`src/rtl/jtag_shift_engine.sv`:
```
// JTAG initiator: takes one command of up to 32 TMS/TDI bit pairs, generates TCK,
// shifts the bits LSB first and returns the captured TDO word. It can also issue TRST pulses.
module jtag_shift_engine #(
    parameter int CLK_DIV   = 4,
    parameter int TRST_TCKS = 8
) (
    input  logic        ps7_clk,
    input  logic        ps7_rst_n,
    input  logic        cmd_valid_i,
    output logic        cmd_ready_o,
    input  logic        cmd_trst_i,
    input  logic [5:0]  cmd_len_i,
    input  logic [31:0] cmd_tms_i,
    input  logic [31:0] cmd_tdi_i,
    output logic        rsp_valid_o,
    input  logic        rsp_ready_i,
    output logic [31:0] rsp_tdo_o,
    output logic        busy_o,
    output logic        tck_o,
    output logic        trst_no,
    output logic        tms_o,
    output logic        tdi_o,
    input  logic        tdo_i
);
    localparam int DW       = $clog2(CLK_DIV + 1);
    localparam int TRST_CYC = TRST_TCKS * 2 * CLK_DIV;
    localparam int TW       = $clog2(TRST_CYC + 1);
    localparam logic [DW-1:0] DIV_LAST  = DW'(CLK_DIV - 1);
    localparam logic [TW-1:0] TRST_LAST = TW'(TRST_CYC - 1);

    typedef enum logic [2:0] {IDLE, LO, HI, TRST, RESP} state_t;

    typedef struct packed {
        logic [5:0]  last;
        logic [31:0] tms;
        logic [31:0] tdi;
    } cmd_t;

    state_t        state;
    cmd_t          cmd_q;
    logic [DW-1:0] div_cnt;
    logic [5:0]    bit_cnt;
    logic [TW-1:0] trst_cnt;
    logic [31:0]   tdo_q;

    logic [5:0] eff_len;
    logic [5:0] nxt_bit;
    assign eff_len = (cmd_len_i > 6'd32) ? 6'd32 : cmd_len_i;
    assign nxt_bit = bit_cnt + 6'd1;

    always_ff @(posedge ps7_clk or negedge ps7_rst_n) begin
        if (!ps7_rst_n) begin
            state       <= IDLE;
            cmd_q       <= '0;
            div_cnt     <= '0;
            bit_cnt     <= '0;
            trst_cnt    <= '0;
            tdo_q       <= '0;
            cmd_ready_o <= 1'b1;
            rsp_valid_o <= 1'b0;
            rsp_tdo_o   <= '0;
            busy_o      <= 1'b0;
            tck_o       <= 1'b0;
            trst_no     <= 1'b1;
            tms_o       <= 1'b0;
            tdi_o       <= 1'b0;
        end else begin
            case (state)
                IDLE: begin
                    if (cmd_valid_i && cmd_ready_o) begin
                        cmd_ready_o <= 1'b0;
                        busy_o      <= 1'b1;
                        div_cnt     <= '0;
                        bit_cnt     <= '0;
                        trst_cnt    <= '0;
                        tdo_q       <= '0;
                        cmd_q       <= '{last: eff_len - 6'd1, tms: cmd_tms_i, tdi: cmd_tdi_i};
                        if (cmd_trst_i) begin
                            trst_no <= 1'b0;
                            state   <= TRST;
                        end else if (eff_len == 6'd0) begin
                            rsp_valid_o <= 1'b1;
                            rsp_tdo_o   <= '0;
                            state       <= RESP;
                        end else begin
                            tms_o <= cmd_tms_i[0];
                            tdi_o <= cmd_tdi_i[0];
                            state <= LO;
                        end
                    end
                end
                LO: begin
                    if (div_cnt == DIV_LAST) begin
                        // TDO was launched on the previous falling TCK edge, long settled by now
                        div_cnt               <= '0;
                        tck_o                 <= 1'b1;
                        tdo_q[bit_cnt[4:0]]   <= tdo_i;
                        state                 <= HI;
                    end else begin
                        div_cnt <= div_cnt + DW'(1);
                    end
                end
                HI: begin
                    if (div_cnt == DIV_LAST) begin
                        div_cnt <= '0;
                        tck_o   <= 1'b0;
                        if (bit_cnt == cmd_q.last) begin
                            rsp_valid_o <= 1'b1;
                            rsp_tdo_o   <= tdo_q;
                            state       <= RESP;
                        end else begin
                            bit_cnt <= nxt_bit;
                            tms_o   <= cmd_q.tms[nxt_bit[4:0]];
                            tdi_o   <= cmd_q.tdi[nxt_bit[4:0]];
                            state   <= LO;
                        end
                    end else begin
                        div_cnt <= div_cnt + DW'(1);
                    end
                end
                TRST: begin
                    if (trst_cnt == TRST_LAST) begin
                        trst_no     <= 1'b1;
                        rsp_valid_o <= 1'b1;
                        rsp_tdo_o   <= '0;
                        state       <= RESP;
                    end else begin
                        trst_cnt <= trst_cnt + TW'(1);
                    end
                end
                RESP: begin
                    if (rsp_ready_i) begin
                        rsp_valid_o <= 1'b0;
                        cmd_ready_o <= 1'b1;
                        busy_o      <= 1'b0;
                        state       <= IDLE;
                    end
                end
                default: state <= IDLE;
            endcase
        end
    end
endmodule

```
`config.mk`:
```
export PLATFORM = sky130hd
export DESIGN_NAME = jtag_shift_engine
export DESIGN_NICKNAME = d
export VERILOG_FILES = /design/src/rtl/jtag_shift_engine.sv
export SDC_FILE = /design/constraint.sdc
export NUM_CORES = 1
export LEC_CHECK = 0
export ABC_AREA = 1
export BUFFER_PORTS_ARGS = -buffer_cell sky130_fd_sc_hd__buf_2
export CORE_AREA = 2 2 121 123
export CTS_CLUSTER_DIAMETER = 150
export DETAILED_ROUTE_END_ITERATION = 8
export DIE_AREA = 0 0 123 125
export PLACE_DENSITY = 0.81
export SLEW_MARGIN = 30
export SYNTH_ARGS = -nofsm -noshare
export SYNTH_HDL_FRONTEND = slang
export SYNTH_SLANG_ARGS = --single-unit
```
`constraint.sdc`:
```
create_clock -name ps7_clk -period 3 [get_ports ps7_clk]
set_input_delay 0.6 -clock ps7_clk [delete_from_list [all_inputs] [get_ports ps7_clk]]
set_output_delay 0.6 -clock ps7_clk [all_outputs]
set_load 0.1 [all_outputs]
```
==> flow_summary.ini, run 1 <==
[status]
result_of_the_run = completed

[sta]
rsz0062_at_grt = no
final-setup-viol-count = 0
min_period_ns = 2.29
period_share = 0.763
setup_ws_ns = 0.712
final-max-slew-violation-count = 0
hold_viol = 0
timing.setup.tns_ns = 0
final_worst_clock_skew_ns = 0.00971
worst-slew-pin-transition_ns = 0.782
maximum_operating_frequency_mhz = 437
timing.max_slew.rel_slack = 0.478

[global_routing]
grt-ovfl-total = 0
global_route.usage.total = 0.241
grt_pass1_wl_mm = 29.5
grt_max_degree = 135
grt_pass1_vias = 6154
initial_antenna_violation_count = 0

[clock_tree]
worst_setup_hold_path_clk_slew_ns = 0.06
clock_sinks = 160
post-cts-setup-buffers = 0
clock_tree_from_tritoncts = done
insertion_delay_ns = 0.43
cts_made_buffers = 17
cts.repair.resized = 0
cts_max_level = 4
clock_tree.buffer_depth = 2
root_buffer = sky130_fd_sc_hd__clkbuf_16
cts_hold_buf = 0

[min_path]
min_path_type = in -> async

[setup_path]
crit_chain = inv_1 > ha_1 > inv_1 > nand3_1 > nand3_1 > nand3_1 > nand2_1 > nand2_1 > nand3_1 > nand2_1 > nand2_1
cp_max_delay_cell = sky130_fd_sc_hd__dfrtp_1
crit_fanout = 16
critical_path_required_ns = 3.36
worst_setup_path_end_kind = flip-flop
crit_path_launch_type = flip-flop
crit_type = reg -> reg
cp_slowest_stage_delay_ns = 0.62
critical_path_buf_inv_count = 2
timing.critical_path.arrival_ns = 2.65
critical-path-top-delay-family = simple AND/OR/NAND/NOR gates

[final_layout]
final_core_util = 0.644
synthToLayoutAreaGrowth_pct = 16.1
instances_no_fill = 1295
drive_gt1_frac = 0.176
final_nets = 1181
antennaDiodeCount = 0

[route]
drc = 0
drt_first_pass_iters = 5
detail-route-antenna-nets = 0
drt_wl_total_mm = 17.4
via_count = 6735
dr.first_iter.drc_count = 524
via_per_inst = 5.20
route.detailed.wl_per_inst_um = 13.5

[floorplan]
dieArea_um2 = 15400
die-height_um = 125
floorplan.core_area_um2 = 14200
ios = 115
floorplan.initialDensity = 0.555
die-width_um = 123
num_rows = 44

[power_and_ir_drop]
vdd.ir_drop.worst_mv = 0.365
leakage_nw = 4.54
power.density_cell_area_nw_per_um2 = 489

[yosys]
synth_top_cells_by_area = sky130_fd_sc_hd__dfrtp_1 (50%), sky130_fd_sc_hd__nand2_1 (16%), sky130_fd_sc_hd__o21ai_0 (6.9%), sky130_fd_sc_hd__inv_1 (5.3%), sky130_fd_sc_hd__nand3_1 (4.3%)
post_synth_inst_count = 1003
synth_largest_type_area_fraction = 0.502
post_synth_edffs = 0
synthMostInstantiatedCell = sky130_fd_sc_hd__nand2_1
ys_seq_area_frac = 0.508
synth.avg_cell_area_um2 = 7.86
yosys.area.top_type = sky130_fd_sc_hd__dfrtp_1
synth_flop_cell = sky130_fd_sc_hd__dfrtp_1
async_flop_share = 1.00
yosys_reg_bits = 160
yosys-top-cells-count = sky130_fd_sc_hd__nand2_1 (339), sky130_fd_sc_hd__dfrtp_1 (158), sky130_fd_sc_hd__inv_1 (112)
synth_area_um2 = 7880
post_synth_num_cell_types = 33
yosysWarningCount = 0
syn-num-nets = 1086

[flow_run]
drv.max_cap_violation_count = 0

[placed_design]
detailedPlacementHpwl_mm = 11.5
dp_slack_ns = 0.523
gpl.final_weighted_congestion = 0.823
number_of_port_buffers = 114
number_of_placed_instances_taps_included = 1263
-- power breakdown --
| part | switching, mW | internal, mW |
|---|---|---|
| Clock | 0.874 | 1.26 |
| Combinational | 0.0929 | 0.0599 |
| Sequential | 0.0137 | 2.18 |
-- layout by cell type (no fill, tap or decap), drive strengths merged --
cell type    n
a211oi       1
a21o         1
a21oi        9
a22o         1
buf        127
bufinv       2
clkbuf      21
clkinv       3
clkinvlp     2
dfrtp      158
dfstp        2
ha           7
inv        126
nand2      344
nand3       68
nand4        2
nor2        46
nor3         4
o211ai       2
o21ai      140
o22ai        3
o2bb2ai      1
o31ai       29
xnor2        2
xor2        10
-- registers in the layout, indices dropped and copies added, names as in the netlist, 3 cells and up --
signal and flops:
div_cnt 3, rsp_tdo_o 32, bit_cnt 6, trst_cnt 7, cmd_q 70, state 3, tdo_q 32
-- through the flow --
step	hold slack, ns	power [mW]	area [um^2]
floorplan	0.304	2.28	7880
global placement	0.458	2.39	8570
detailed placement	0.459	2.39	8570
CTS	0.256	4.51	9150
global route	0.270	4.63	9150
finish	0.208	4.48	9150
-- layer usage --
metal  routed length [um]  GRT usage  share of wire  up-vias
li1                     -          -              -     3380
met5                    0          0              0        -
met1                 7830      0.335           0.45     3149
met2                 8410      0.379           0.48      180
met4                  248     0.0769          0.014        0
met3                  951     0.0547          0.055       26
-- layout make-up --
class                           instances  area, um^2
Multi-Input combinational cell        670        3160
Fill cell                            1220        5060
Clock buffer                           21         450
Tap cell                              184         230
Clock inverter                         11         129
Timing Repair Buffer                  127         712
Inverter                              122         458
Sequential cell                       160        4010
-- kinds of logic after synthesis --
family | after synthesis | share of synthesized area
and+or+nand+nor | 464 | 0.239
AOI/OAI and AO/OA | 187 | 0.137
buffers and inverters | 173 | 0.0910
DFF | 160 | 0.508
xor gates and xnor gates | 12 | 0.0133
adders and majority gates | 7 | 0.0111
-- path summary, 6_finish.rpt --
path | startpoint | endpoint | slack (ns) | depth (start not counted)
max | bit_cnt[0] | tms_o | 0.71 | 11
min | ps7_rst_n | cmd_q[47] | 0.21 | 1
max reg2reg | bit_cnt[0] | tms_o | 0.71 | 11
min reg2reg | rsp_valid_o | rsp_valid_o | 0.47 | 2
max in group asynchronous | ps7_rst_n | rsp_tdo_o[15] | 2.02 | 2
min in group ps7_clk | cmd_tdi_i[9] | cmd_q[9] | 0.37 | 3
Note: power is estimated with default switching activity, not from simulation.
==> inputs of run 2 (changes only) <==
--- a/config.mk
+++ b/config.mk
@@ -7,11 +7,11 @@
 export LEC_CHECK = 0
 export ABC_AREA = 1
 export BUFFER_PORTS_ARGS = -buffer_cell sky130_fd_sc_hd__buf_2
-export CORE_AREA = 2 2 121 123
+export CORE_AREA = 2 2 127 129
 export CTS_CLUSTER_DIAMETER = 150
 export DETAILED_ROUTE_END_ITERATION = 8
-export DIE_AREA = 0 0 123 125
-export PLACE_DENSITY = 0.81
+export DIE_AREA = 0 0 129 131
+export PLACE_DENSITY = 0.77
 export SLEW_MARGIN = 30
 export SYNTH_ARGS = -nofsm -noshare
 export SYNTH_HDL_FRONTEND = slang
==> constraint.sdc (replaced) <==
create_clock -name ps7_clk -period 1.9 [get_ports ps7_clk]
set_input_delay 0.38 -clock ps7_clk [delete_from_list [all_inputs] [get_ports ps7_clk]]
set_output_delay 0.38 -clock ps7_clk [all_outputs]
set_load 0.1 [all_outputs]
==> run 2 against run 1 <==
The run now ends with negative setup slack left. Non-clock buffer count is 41 higher. Critical path type unchanged. Fmax is 15% higher. Cell area is 9.6% higher. First-iteration DRC count is 18% higher. Sequential cell count stayed put.
==> flow_summary.ini, run 2 (synthesis results as in run 1) <==
[global_routing]
global_route.usage.total = 0.238
grt_max_degree = 135
initial_antenna_violation_count = 0
grt_pass1_wl_mm = 31.6
grt_pass1_vias = 6607
grt-ovfl-total = 0

[power_and_ir_drop]
clock_power_share = 0.499
seq_power_share = 0.466
internal_power_mw = 5.81
power.density_cell_area_nw_per_um2 = 743
netSwitchingPower_mw = 1.63
power.combinational.fraction = 0.035
vdd.ir_drop.worst_mv = 0.709
leakage_nw = 4.88
power.share.switching = 0.220

[sta]
maximum_operating_frequency_mhz = 501
hold_viol = 0
hold_ws_ns = 0.141
timing.setup.tns_ns = -1.36
final_worst_clock_skew_ns = 0.0138
final-setup-viol-count = 31
rsz0062_at_grt = yes
final-max-slew-violation-count = 0
setup_ws_ns = -0.0947
timing.max_slew.rel_slack = 0.631
min_period_ns = 1.99
worst-slew-pin-transition_ns = 0.552
period_share = 1.05

[placed_design]
dpl-instance-area_um2 = 8810
number_of_placed_instances_taps_included = 1318
number_of_port_buffers = 114
gpl.final_weighted_congestion = 0.891
detailedPlacementHpwl_mm = 12.5
dp_slack_ns = -0.252

[setup_path]
critPathLaunch = trst_cnt[1]
r2r_start = trst_cnt[1]
ff2ff_path_depth = 12
crit_type = reg -> reg
crit_path_launch_type = flip-flop
crit_end = rsp_tdo_o[24]
crit_fanout = 8
worst_setup_path_end_kind = flip-flop
critical_path_required_ns = 2.22
timing.critical_path.arrival_ns = 2.31
r2r_slack_ns = -0.09
regToRegEndpoint = rsp_tdo_o[24]

[floorplan]
floorplan.initialDensity = 0.505
die-height_um = 131
ios = 115
die-width_um = 129
floorplan.core_area_um2 = 15600
num_rows = 46
dieArea_um2 = 16900

[final_layout]
seqCellArea_um2 = 4010
top_regs = cmd_q x70, rsp_tdo_o x32, tdo_q x32
multi_input_logic_area_um2 = 3430
synthToLayoutAreaGrowth_pct = 27.1
antennaDiodeCount = 0
layout.filler_cells = 1297
regMostFlops = cmd_q
most_common_cell_after_layout_fill_and_taps_aside = sky130_fd_sc_hd__nand2_1
final_design_area_no_fill_um2 = 10000
final_nets = 1222
largest_reg_flops = 70
drive_gt1_frac = 0.251
layout_common_cells = sky130_fd_sc_hd__nand2_1 (311), sky130_fd_sc_hd__dfrtp_1 (157), sky130_fd_sc_hd__buf_2 (113)
instances_no_fill = 1368

[clock_tree]
worst_setup_hold_path_clk_slew_ns = 0.07
clock_sinks = 160
cts_max_level = 4
clock_tree.buffer_depth = 2
insertion_delay_ns = 0.44
clock_tree_from_tritoncts = done
cts_made_buffers = 17
root_buffer = sky130_fd_sc_hd__clkbuf_16

[route]
drc = 0
route.detailed.wl_per_inst_um = 15.5
via_count = 7264
via_per_inst = 5.31
detail-route-antenna-nets = 0
drt_wl_total_mm = 21.1
drt_first_pass_iters = 6
dr.first_iter.drc_count = 617

[min_path]
min_path_type = in -> reg
timing.hold.worst_path_depth = 3

[status]
failed_checks = negative setup slack
result_of_the_run = complete, but fails checks

[flow_run]
drv.max_cap_violation_count = 0
-- run 2: changes by cell type in the layout (fill, tap and decap cells not counted), sizes merged --
cell / previous run / this run
inv: 126 / 128
bufinv: 2 / 4
clkbuf: 21 / 23
clkinvlp: 2 / 3
dlygate4sd3: 0 / 1
buf: 127 / 162
clkinv: 3 / 1
-- run 2: worst min path at each step --
stage,from,to
finish,cmd_tdi_i[9],cmd_q[9]
global route,cmd_tdi_i[13],cmd_q[13]
CTS,cmd_tdi_i[11],cmd_q[11]
detailed placement,ps7_rst_n,cmd_q[37]
global placement,ps7_rst_n,tdo_q[0]
floorplan,ps7_rst_n,bit_cnt[0]
-- run 2: per-stage QoR --
| step | total power [mW] | util |
|---|---|---|
| 6_report | 7.44 | 0.642 |
| 5_1_grt | 7.67 | 0.642 |
| 4_1_cts | 7.46 | 0.613 |
| 3_5_place_dp | 3.79 | 0.565 |
| 3_3_place_gp | 3.78 | 0.565 |
| 2_1_floorplan | 3.59 | - |
-- run 2: worst max-delay path, stage by stage, from the launching register on --
cell	delay, ns
sky130_fd_sc_hd__dfrtp_1	0.40
sky130_fd_sc_hd__ha_4	0.18
sky130_fd_sc_hd__nand3_4	0.09
sky130_fd_sc_hd__nor3_4	0.22
sky130_fd_sc_hd__nand2_2	0.12
sky130_fd_sc_hd__nand2_4	0.11
sky130_fd_sc_hd__nand2_4	0.07
sky130_fd_sc_hd__nor2_4	0.13
sky130_fd_sc_hd__nand3_4	0.07
sky130_fd_sc_hd__buf_12	0.17
sky130_fd_sc_hd__clkbuf_16	0.17
sky130_fd_sc_hd__nand2_1	0.08
sky130_fd_sc_hd__o21ai_2	0.06
-- run 2: layer usage --
metal | wire (um) | vias to the layer above | global-route usage
li1 | - | 3466 | -
met4 | 524 | 0 | 0.0665
met2 | 10400 | 294 | 0.408
met1 | 8890 | 3453 | 0.307
met3 | 1340 | 51 | 0.0497
met5 | 0 | - | 0
-- run 2: power by group through the flow --
stage / clock network, mW / registers, mW / logic, mW
final: 3.71 / 3.47 / 0.262
after CTS: 3.73 / 3.46 / 0.265
after global placement: 0 / 3.53 / 0.257
after detailed placement: 0 / 3.53 / 0.262
after floorplan: 0 / 3.54 / 0.0568
after global routing: 3.90 / 3.47 / 0.297
-- run 2: cell type report --
class,instances,share of cell area
clock buffer,18,0.0438
timing repair buffer,168,0.120
sequential,160,0.400
tap,216,0.0270
inverter,122,0.0460
clock inverter,14,0.0200
multi-input combinational,670,0.342
-- run 2: what timing repair did --
item / CTS / global route
pin swaps: 0 / 9
endpoints found under the hold margin: 28 / 0
setup buffers: 1 / 7
gates cloned: 2 / 7
endpoints found under the setup margin: 32 / 61
resized for setup: 12 / 69
hold buffers: 1 / 0
==> inputs of run 3 (changes only) <==
--- a/config.mk
+++ b/config.mk
@@ -11,7 +11,8 @@
 export CTS_CLUSTER_DIAMETER = 150
 export DETAILED_ROUTE_END_ITERATION = 8
 export DIE_AREA = 0 0 129 131
-export PLACE_DENSITY = 0.77
+export GPL_TIMING_DRIVEN = 0
+export PLACE_DENSITY_LB_ADDON = 0.15
 export SLEW_MARGIN = 30
 export SYNTH_ARGS = -nofsm -noshare
 export SYNTH_HDL_FRONTEND = slang
==> run 3 against run 2 <==
Largest cell class unchanged. Clock-buffer cell count is the same. Largest power group is now registers. The run still ends with negative setup slack left. Die area is the same. Clock power shrank 8.1%. Register-to-register slack gained 0.03 ns. Critical endpoint is now rsp_tdo_o[14].
==> flow_summary.ini, run 3 (synthesis results as in run 1) <==
[final_layout]
antennaDiodeCount = 0
layout_common_cells = sky130_fd_sc_hd__nand2_1 (324), sky130_fd_sc_hd__dfrtp_1 (155), sky130_fd_sc_hd__buf_2 (126)
top_regs = cmd_q x70, rsp_tdo_o x32, tdo_q x32
seqCellArea_um2 = 4010
multi_input_logic_area_um2 = 3380
most_common_cell_after_layout_fill_and_taps_aside = sky130_fd_sc_hd__nand2_1
layout.filler_cells = 1394
regMostFlops = cmd_q
final_design_area_no_fill_um2 = 9960
final_core_util = 0.639
final_nets = 1246
drive_gt1_frac = 0.252
synthToLayoutAreaGrowth_pct = 26.4
largest_reg_flops = 70

[route]
dr.first_iter.drc_count = 443
wl_met3_um = 680
drt_wl_total_mm = 20.3
via_count = 6985
drc = 0
detail-route-antenna-nets = 0
wl_met2_mm = 10.3
via_per_inst = 5.02
wl_met1_mm = 8.99
route.detailed.wl_per_inst_um = 14.6
highest-signal-layer = met4
drt_first_pass_iters = 5

[power_and_ir_drop]
leakage_nw = 4.89
power.density_cell_area_nw_per_um2 = 715
vdd.ir_drop.worst_mv = 0.648

[setup_path]
r2r_start = bit_cnt[0]
crit_chain = buf_6 > buf_4 > xor2_1 > nor2_1 > nand3_1 > o21ai_2 > nand3_4 > buf_12 > buf_6 > nand2_1 > o21ai_1
regToRegEndpoint = rsp_tdo_o[14]
ff2ff_path_depth = 11
critical_path_buf_inv_count = 4
critical-path-top-delay-family = buffers and inverters
cp_max_delay_cell = sky130_fd_sc_hd__dfrtp_2
cp_slowest_stage_delay_ns = 0.43
crit_fanout = 10
crit_type = reg -> reg
crit_path_launch_type = flip-flop
critical_path_required_ns = 2.21
timing.critical_path.depth = 11
timing.critical_path.arrival_ns = 2.28
r2r_slack_ns = -0.07
worst_setup_path_end_kind = flip-flop
critical_path.most_common_cell = sky130_fd_sc_hd__buf_6

[sta]
final-setup-viol-count = 33
timing.max_slew.rel_slack = 0.626
min_period_ns = 1.97
final-max-slew-violation-count = 0
hold_viol = 0
worst-slew-pin-transition_ns = 0.560
final_worst_clock_skew_ns = 0.00737
maximum_operating_frequency_mhz = 508
period_share = 1.04
setup_ws_ns = -0.0672
rsz0062_at_grt = yes

[floorplan]
die-height_um = 131
die-width_um = 129
floorplan.core_area_um2 = 15600
dieArea_um2 = 16900
floorplan.initialDensity = 0.505
ios = 115
num_rows = 46

[status]
result_of_the_run = complete, but fails checks
failed_checks = negative setup slack

[clock_tree]
cts_max_level = 4
clock_tree_from_tritoncts = done
clock_tree.buffer_depth = 2
clock_sinks = 160
cts_made_buffers = 17
worst_setup_hold_path_clk_slew_ns = 0.06
insertion_delay_ns = 0.43
root_buffer = sky130_fd_sc_hd__clkbuf_16

[global_routing]
grt-ovfl-total = 0
grt_pass1_wl_mm = 32.5
grt_pass1_vias = 6636
grt_max_degree = 89
global_route.usage.total = 0.248
initial_antenna_violation_count = 0

[min_path]
whs_endpoint = cmd_q[20]
timing.hold.worst_path_depth = 3
min_path_type = in -> reg
min_from = cmd_tdi_i[20]

[placed_design]
number_of_port_buffers = 114
detailedPlacementHpwl_mm = 13.8
dpl-instance-area_um2 = 8800
dp_slack_ns = -0.476
gpl.final_weighted_congestion = 0.827

[flow_run]
drv.max_cap_violation_count = 0
==> run 3: worst max path at each step <==
stage / startpoint / slack, ns / to
finish: bit_cnt[0] / -0.07 / rsp_tdo_o[14]
floorplan: bit_cnt[0] / 0.001 / tdi_o
global route: trst_cnt[0] / -0.22 / rsp_tdo_o[27]
CTS: bit_cnt[0] / -0.10 / tms_o
detailed placement: bit_cnt[0] / -0.48 / tms_o
global placement: ps7_rst_n / -2.00 / trst_cnt[1]
==> run 3: metrics by stage <==
stage / hold slack [ns] / std cells / power (mW) / TNS [ns]
2_1_floorplan: 0.0844 / 1003 / 3.59 / 0
3_3_place_gp: 0.460 / 1333 / 3.76 / -333.19
3_5_place_dp: 0.391 / 1334 / 3.77 / -20.99
4_1_cts: 0.139 / 1384 / 7.15 / -2.63
5_1_grt: 0.159 / 1391 / 7.33 / -6.89
6_report: 0.149 / 1391 / 7.13 / -1.83
==> run 3: cell type report <==
| cell class | count | share of cell area |
|---|---|---|
| inverters | 122 | 0.0476 |
| multi-input cells | 670 | 0.340 |
| clock inverters | 13 | 0.0147 |
| flip-flops and latches | 160 | 0.403 |
| well taps | 216 | 0.0271 |
| repair buffers | 142 | 0.0878 |
| plain buffers | 50 | 0.0373 |
| clock buffers | 18 | 0.0431 |
==> run 3: routing by layer <==
metal  global-route usage  vias up
li1                     -     3517
met1                0.315     3285
met2                0.428      159
met3               0.0452       24
met4               0.0902        0
met5                    0        -
==> run 3: tightest hold or removal path, stage by stage <==
cell and delay (ns):
sky130_fd_sc_hd__buf_2 0.07, sky130_fd_sc_hd__nand2_1 0.04, sky130_fd_sc_hd__o21ai_0 0.05
==> run 3: where the power goes <==
part           total, mW  internal (mW)  leakage, nW  switching [mW]
clock               3.41           2.04        0.289            1.37
sequential          3.47           3.44         1.77          0.0216
combinational      0.248         0.0984         2.83           0.150
total               7.13           5.58         4.89            1.55
==> run 3: what timing repair did <==
item                                   in CTS  in global routing
hold buffers                                1                  0
setup endpoints to repair                 123                143
cloned                                      1                  1
setup buffers                              17                  7
resized for setup                          19                 84
endpoints found under the hold margin      70                  0
pin swaps                                   8                 16
